<file path="config.mk">
export PLATFORM = sky130hd
export DESIGN_NAME = seg4x7_capture
export DESIGN_NICKNAME = d
export VERILOG_FILES = /design/src/rtl/seg4x7_capture.sv
export SDC_FILE = /design/constraint.sdc
export NUM_CORES = 1
export LEC_CHECK = 0
export ABC_CLOCK_PERIOD_IN_PS = 3620
export BUFFER_PORTS_ARGS = -buffer_cell sky130_fd_sc_hd__buf_2
export CORE_MARGIN = 2
export CORE_UTILIZATION = 53
export DETAILED_ROUTE_END_ITERATION = 12
export GPL_ROUTABILITY_DRIVEN = 0
export HOLD_SLACK_MARGIN = 0.1
export PLACE_DENSITY = 0.72
export REMOVE_ABC_BUFFERS = 1
export SYNTH_ARGS = -nofsm -noshare
export SYNTH_HDL_FRONTEND = slang
export SYNTH_SLANG_ARGS = --single-unit
</file>
<file path="constraint.sdc">
create_clock -name clk -period 3.62 [get_ports clk]
set_input_delay 0.724 -clock clk [delete_from_list [all_inputs] [get_ports clk]]
set_output_delay 0.724 -clock clk [all_outputs]
set_load 0.03 [all_outputs]
</file>
<file path="src/rtl/seg4x7_capture.sv">
// ============================================================================
// Module   : seg4x7_capture
// Brief    : Reconstructs a 4-digit hex value from a multiplexed 7-segment bus.
//            Optional macro SEG_CAPTURE_DP_EN captures per-digit decimal points.
// Revision : 1.0  initial release
// ============================================================================
`default_nettype none

module seg4x7_capture #(
    parameter int SETTLE_CYCLES    = 64,
    parameter int TIMEOUT_CYCLES   = 2000000,
    parameter bit DIGIT_ACTIVE_LOW = 1'b1,
    parameter bit SEG_ACTIVE_LOW   = 1'b1
) (
    input  logic        clk,
    input  logic        reset,
    input  logic [3:0]  digit_sel,
    input  logic [7:0]  seg,
    output logic [15:0] value,
    output logic [3:0]  digit_err,
    output logic [3:0]  dp,
    output logic        frame_stb,
    output logic        stale
);

    localparam int c_SW = $clog2(SETTLE_CYCLES) + 1;
    localparam int c_TW = $clog2(TIMEOUT_CYCLES) + 1;
    localparam logic [c_SW-1:0] c_SETTLE_MAX  = c_SW'(SETTLE_CYCLES);
    localparam logic [c_SW-1:0] c_SETTLE_FIRE = c_SW'(SETTLE_CYCLES - 1);
    localparam logic [c_TW-1:0] c_TIMEOUT_MAX = c_TW'(TIMEOUT_CYCLES);

    typedef enum logic [0:0] {
        S_COLLECT = 1'b0,
        S_PUBLISH = 1'b1
    } state_t;

    // Returns {err, code}; the dp bit never takes part in the decode.
    function automatic logic [4:0] f_decode(input logic [6:0] i_pat);
        logic [4:0] v;
        case (i_pat)
            7'h3F: v = 5'h00;  7'h06: v = 5'h01;  7'h5B: v = 5'h02;  7'h4F: v = 5'h03;
            7'h66: v = 5'h04;  7'h6D: v = 5'h05;  7'h7D: v = 5'h06;  7'h07: v = 5'h07;
            7'h7F: v = 5'h08;  7'h6F: v = 5'h09;  7'h77: v = 5'h0A;  7'h7C: v = 5'h0B;
            7'h39: v = 5'h0C;  7'h5E: v = 5'h0D;  7'h79: v = 5'h0E;  7'h71: v = 5'h0F;
            default: v = 5'h10;
        endcase
        return v;
    endfunction

    logic [3:0]      r_sel_m, r_sel_s;
    logic [7:0]      r_seg_m, r_seg_s;
    logic [11:0]     r_prev;
    logic [c_SW-1:0] r_settle;
    logic [c_TW-1:0] r_timeout;
    logic [3:0]      r_seen;
    logic [15:0]     r_val_sh;
    logic [3:0]      r_err_sh;
    logic [15:0]     r_value;
    logic [3:0]      r_err;
    logic            r_frame_stb;
    logic            r_stale;
    state_t          r_state, w_state_nxt;

    logic [3:0]  w_sel;
    logic [7:0]  w_seg;
    logic [11:0] w_cur;
    logic        w_same;
    logic        w_onehot;
    logic        w_acc;
    logic [4:0]  w_dec;
    logic [3:0]  w_seen_upd;

    assign w_sel    = DIGIT_ACTIVE_LOW ? ~r_sel_s : r_sel_s;
    assign w_seg    = SEG_ACTIVE_LOW   ? ~r_seg_s : r_seg_s;
    assign w_cur    = {w_sel, w_seg};
    assign w_same   = (w_cur == r_prev);
    assign w_onehot = (w_sel != 4'b0000) && ((w_sel & (w_sel - 4'd1)) == 4'b0000);
    assign w_acc    = w_same && (r_settle == c_SETTLE_FIRE) && w_onehot;
    assign w_dec    = f_decode(w_seg[6:0]);
    assign w_seen_upd = r_seen | (w_acc ? w_sel : 4'b0000);

    always_ff @(posedge clk) begin
        if (reset) begin
            r_sel_m  <= '0;
            r_sel_s  <= '0;
            r_seg_m  <= '0;
            r_seg_s  <= '0;
            r_prev   <= '0;
            r_settle <= '0;
        end else begin
            r_sel_m  <= digit_sel;
            r_sel_s  <= r_sel_m;
            r_seg_m  <= seg;
            r_seg_s  <= r_seg_m;
            r_prev   <= w_cur;
            if (!w_same)
                r_settle <= '0;
            else if (r_settle != c_SETTLE_MAX)
                r_settle <= r_settle + 1'b1;
        end
    end

    always_ff @(posedge clk) begin
        if (reset)
            r_state <= S_COLLECT;
        else
            r_state <= w_state_nxt;
    end

    always_comb begin
        w_state_nxt = r_state;
        case (r_state)
            S_COLLECT: if (w_seen_upd == 4'b1111) w_state_nxt = S_PUBLISH;
            S_PUBLISH: w_state_nxt = S_COLLECT;
            default:   w_state_nxt = S_COLLECT;
        endcase
    end

    always_ff @(posedge clk) begin
        if (reset) begin
            r_seen      <= '0;
            r_val_sh    <= '0;
            r_err_sh    <= '0;
            r_value     <= '0;
            r_err       <= '0;
            r_frame_stb <= 1'b0;
            r_stale     <= 1'b1;
            r_timeout   <= '0;
        end else begin
            for (int i = 0; i < 4; i++) begin
                if (w_acc && w_sel[i]) begin
                    r_val_sh[4*i +: 4] <= w_dec[3:0];
                    r_err_sh[i]        <= w_dec[4];
                end
            end

            if (w_acc)
                r_timeout <= '0;
            else if (r_timeout != c_TIMEOUT_MAX)
                r_timeout <= r_timeout + 1'b1;

            // Outputs take the pre-edge shadow, so a digit accepted now belongs to the next frame.
            if (r_state == S_PUBLISH) begin
                r_seen      <= w_acc ? w_sel : 4'b0000;
                r_value     <= r_val_sh;
                r_err       <= r_err_sh;
                r_frame_stb <= 1'b1;
                r_stale     <= 1'b0;
            end else begin
                r_seen      <= w_seen_upd;
                r_frame_stb <= 1'b0;
                if (r_timeout == c_TIMEOUT_MAX)
                    r_stale <= 1'b1;
            end
        end
    end

`ifdef SEG_CAPTURE_DP_EN
    logic [3:0] r_dp_sh;
    logic [3:0] r_dp;

    always_ff @(posedge clk) begin
        if (reset) begin
            r_dp_sh <= '0;
            r_dp    <= '0;
        end else begin
            for (int i = 0; i < 4; i++) begin
                if (w_acc && w_sel[i])
                    r_dp_sh[i] <= w_seg[7];
            end
            if (r_state == S_PUBLISH)
                r_dp <= r_dp_sh;
        end
    end

    assign dp = r_dp;
`else
    assign dp = 4'b0000;
`endif

    assign value     = r_value;
    assign digit_err = r_err;
    assign frame_stb = r_frame_stb;
    assign stale     = r_stale;

endmodule

`default_nettype wire

</file>
---- Yosys cells after proc, flatten, opt, wreduce, memory -nomap -nowiden ----
Cells that the tools add are included.
storage, ports and cells
  register bits ........................... 112
  bits in latches ......................... 0
  RAM bits ................................ 0
  memory bits (read-only) ................. 0
  bits of input ports ..................... 14
  word-level logic and storage cells ...... 72
  memories kept ........................... 0
operators by class
  add/subtract/negate cells ............... 3
  multiply operators ...................... 0
  div/mod/pow operators ................... 0
  magnitude comparators ................... 0
  eq/ne operators ......................... 22
  shift-type cells ........................ 0
  muxes and demuxes ....................... 8
  bitwise gates (word level) .............. 6
  reductions and logical operators ........ 12
operators by type and width
  operator                 count
  $eq A7 B7 Y1 const B     12
  $pmux W5 S16             1
  $add A22 B1 Y22 const B  1
  $eq A22 B21 Y1 const B   1
  $ne A22 B21 Y1 const B   1
  $eq A7 B6 Y1 const B     3
  $eq A7 B3 Y1 const B     2
  $eq A12 B12 Y1           1
  $mux W4                  2
  $not A8 Y8               1
  $add A7 B1 Y7 const B    1
  $logic_and A1 B1 Y1      7
  $ne A7 B7 Y1 const B     1
  $and A4 B4 Y4            1
  $eq A4 B4 Y1 const B     1
  $logic_not A4 Y1         1
  $mux W1                  4
  $not A4 Y4               1
  $or A4 B4 Y4             1
  $reduce_bool A4 Y1       1
  $reduce_or A2 Y1         2
  $sub A4 B1 Y4 const B    1
  $not A1 Y1               2
  $pmux W1 S2              1
  $reduce_bool A2 Y1       1

---- Logic depth before layout (Yosys ltp) ----
  depth after elaboration ................. 11
  mapped depth ............................ 8
  gate-level depth less buffers ........... 7

---- Worst setup path before layout ----
Ideal clock, no wire load.
  kind .................................... flip-flop to flip-flop
  start point ............................. reg r_sel_s[1]
  end point ............................... reg r_val_sh[0]
  arrival time ............................ 1.709 ns
  data required time ...................... 3.492 ns
  setup slack ............................. 1.783 ns
  cell stages (with the launch flop) ...... 9
  buffers on the path ..................... 2
  cells stage by stage .................... dfxtp_1 -> buf_2 -> xnor2_1 -> nor4_1 -> nand3_1 -> buf_6 -> nor3_4 -> mux2i_1 -> nor2_1
on the way
  word-level cells in the longest chain between the ends .. 7
  elaborated cells between the ends (all ways) .. 10
  those cells by class .................... 1 x add/sub; 1 x eq/ne; 2 x bitwise; 6 x reduce/logical
ends and longest elaborated chain
  item                            line  source
  start: declaration              50    logic [3:0] r_sel_m, r_sel_s;
  start signal: assignment        92    r_sel_s <= r_sel_m;
  $not A4 Y4 (*)                  73    assign w_sel = DIGIT_ACTIVE_LOW ? ~r_sel_s : r_sel_s;
  $sub A4 B1 Y4                   77    assign w_onehot = (w_sel != 4'b0000) && ((w_sel & (w_sel - 4'd1)) == 4'b0000);
  $and A4 B4 Y4                   77
  $logic_not A4 Y1                77
  $logic_and A1 B1 Y1             77
  $logic_and A1 B1 Y1 (*)         78    assign w_acc = w_same && (r_settle == c_SETTLE_FIRE) && w_onehot;
  $logic_and A1 B1 Y1 (*)         131   if (w_acc && w_sel[i]) begin
  end signal: indexed assignment  132   r_val_sh[4*i +: 4] <= w_dec[3:0];
  end: declaration                56    logic [15:0] r_val_sh;
Every way passes the cells marked *; elsewhere a longest branch is shown, timed or not.
A chain may end at the register's enable or synchronous reset.

---- Worst setup path after layout ----
  start point ............................. reg r_seg_s[5]
  end point ............................... reg r_val_sh[13]
on the way
  word-level cells in the longest chain between the ends .. 5
  elaborated cells between the ends (all ways) .. 22
  those cells by class .................... 17 x eq/ne; 1 x mux; 1 x bitwise; 3 x reduce/logical
ends and longest elaborated chain
  item                                                  line  source
  start: declaration                                    51    logic [7:0] r_seg_m, r_seg_s;
  start signal: assignment                              94    r_seg_s <= r_seg_m;
  $not A8 Y8 (*)                                        74    assign w_seg = SEG_ACTIVE_LOW ? ~r_seg_s : r_seg_s;
  branches (longest 4 deep; another with $pmux W5 S16)  -
Mark *: on every way between the ends.

==> results.ini <==
[setup_path]
cp_cell_sequence=xnor2_1 -> nor4_1 -> nand3_1 -> nor3_2 -> mux2i_1 -> nor2_1
cp_slowest_stage_delay_ns=0.68
path_max_fanout=17
crit_path_top_delay_cell=dfxtp_1
cp.arrival_ns=2.82
r2r-start=r_seg_s[5]$_SDFF_PP0_
crit_family=simple AND/OR/NAND/NOR gates
crit_type=register to register
cp-startpoint=r_seg_s[5]$_SDFF_PP0_
required_ns=3.86
startpoint_type=register
critPathCaptureType=register
path_buf_inv=0

[timing]
worstMarginPinSlew_ns=1.19
finalCriticalPeriod_ns=2.59
setup_viol=0
period_share=0.714
max_freq_mhz=387
maxSlewViolCount=0
slew_headroom=0.205
fin_skew_ns=0.0182
setup_tns_ns=0
setup_ws_ns=1.03
hold_violations=0
grt_setup_unrepaired=no

[logic_synthesis]
syn_inst=465
async_flop_share=0
ys_ff_latch=112
synth.avg_cell_area_sq_um=9.59
synth-seq-area-share=0.503
synth_edf_count=0
yosysTopAreaCell=dfxtp_1
synth_top_area_share=0.503
synthesis.area_sq_mm=0.00446
ys_warn_count=0
synth_area_leaders=dfxtp_1 50%, mux2i_1 8.1%, nor2_1 7.2%, xnor2_1 4.1%, nor2b_1 3.6%
synth_cell_types=49
ys.flop_type=dfxtp_1

[pwr]
p_leak_uw=0.00176
ir_drop_uv=232
power_density_mw_per_mm2=445

[outcome]
outcome=complete, no violations

[drt]
drt_iter0_markers=160
drt_pre_antenna_iters=4
routedWlPerCell_um=13.3
vias=3164
drc=0
via_per_inst=5.32
ant_nets=0
routed_wl_um=7900

[placed_design]
place_area_sq_mm=0.00464
io_buffer_count=35
place_ws_ns=1.04
dpl.hpwl_um=5310
dp.cells=579

[clocking]
cts_tree=done
post_cts_buffers=0
cts_buffers=9
cts_root_buffer=clkbuf_8
clock_sinks=112
clkLatencyLatePin_ns=0.38
hold_buffers=0
cts_buffer_depth=2
cts_resized=0
cts-htree-levels=3
clkSlewWorstSetupHoldPaths_ns=0.11

[grt]
antenna_found_initial=0
grt_max_degree=45
grt_pass1_wl_um=12900
grt_pass1_vias=2788
grt_use_total=0.180
overflow=0

[die]
std_cell_rows=33
die_w_um=95.7
die_h_um=95.7
dieArea_sq_mm=0.00916
ios=40
start_util=0.545
core_area_sq_mm=0.00818

[hold_path]
worstHoldStart=r_seg_m[7]$_SDFF_PP0_
min_path_type=register to register

[finish]
final_cell_count_no_fill=595
design_area_sq_mm=0.00486
final_cell_mix=112 x dfxtp_1, 85 x nor2_1, 36 x mux2i_1
areaGrowthSynthToFinish_pct=9.07
diodes=0
drive_gt1_frac=0.124
final_common_cell=dfxtp_1
fillerInstances=716
nNetsFinal=503

[job]
cap_violations=0

## routing by layer
metal	GRT usage	routed length, um	part of all wire	vias up
li1	-	-	-	1601
met3	0.0407	239	0.030	12
met1	0.251	4000	0.51	1484
met2	0.272	3520	0.45	67
met5	0	0	0	-
met4	0.0738	140	0.018	0
## power breakdown
part	internal, uW	total, uW	leakage, uW	switching, uW
clock	341	790	0.000111	449
combinational	40.9	95.0	0.000734	54.1
sequential	1260	1280	0.000912	24.5
## metrics by stage
step                      power, uW  hold slack [ns]   util
final                          2170            0.447  0.595
after global placement         1400            0.417  0.567
after floorplan                1360            0.408      -
after global routing           2250            0.463  0.595
after CTS                      2180            0.447  0.595
after detailed placement       1400            0.422  0.567
## cell type report
type,instances,area (sq um),area share
Clock buffer,9,124,0.0255
Timing Repair Buffer,38,198,0.0407
Multi-Input combinational cell,313,2030,0.417
Clock inverter,7,100,0.0206
Inverter,11,41.3,0.00849
Tap cell,105,131,0.0270
Sequential cell,112,2240,0.461
## path summary, 6_finish.rpt
kind                                                  end  slack [ns]  depth (start not counted)
worst max register to register  r_val_sh[13]$_SDFFE_PP0P_        1.03                          6
worst min register to register      r_seg_s[7]$_SDFF_PP0_        0.45                          1
worst min-delay path                r_seg_s[7]$_SDFF_PP0_        0.45                          1
worst max-delay path            r_val_sh[13]$_SDFFE_PP0P_        1.03                          6
## cells in the mapped netlist, types with 2 or more instances
cell type,n
a211oi_1,4
nor4_1,6
nor2b_1,26
and4_1,2
nor2_1,85
buf_2,8
buf_1,3
nor3_4,3
nand4b_1,2
a32o_1,2
dfxtp_1,112
or3_1,2
o21bai_1,2
nor3_1,7
inv_1,11
o21ai_0,8
a21oi_1,12
nand2b_1,5
and3_1,8
nand2_1,9
nand3_1,15
clkbuf_1,15
xor2_1,17
mux2i_1,36
o22ai_1,2
nor4b_1,5
nor3b_1,3
buf_4,4
ha_1,4
nand4_1,7
xnor2_1,21
buf_6,2
## state kept, by name, indices dropped and copies added (netlist names), 7 cells and up
register   flops
r_timeout     22
r_val_sh      16
value         16
r_prev        12
r_seg_m        8
r_seg_s        8
r_settle       7
## cell families after synthesis
| kind of cell | share of synthesized area |
|---|---|
| AOI/OAI and AO/OA | 0.0564 |
| xor gates and xnor gates | 0.0747 |
| adders and majority gates | 0.0112 |
| buffers and inverters | 0.0452 |
| DFF | 0.503 |
| muxes | 0.0808 |
| other | 0.000841 |
| and+or+nand+nor | 0.228 |
## worst reg2reg max path, stage by stage, from the launching register on
cell and delay, ns:
dfxtp_1 0.68, xnor2_1 0.15, nor4_1 0.23, nand3_1 0.48, nor3_2 0.62, mux2i_1 0.24, nor2_1 0.06
No activity file was read; power rests on OpenSTA's default activity.
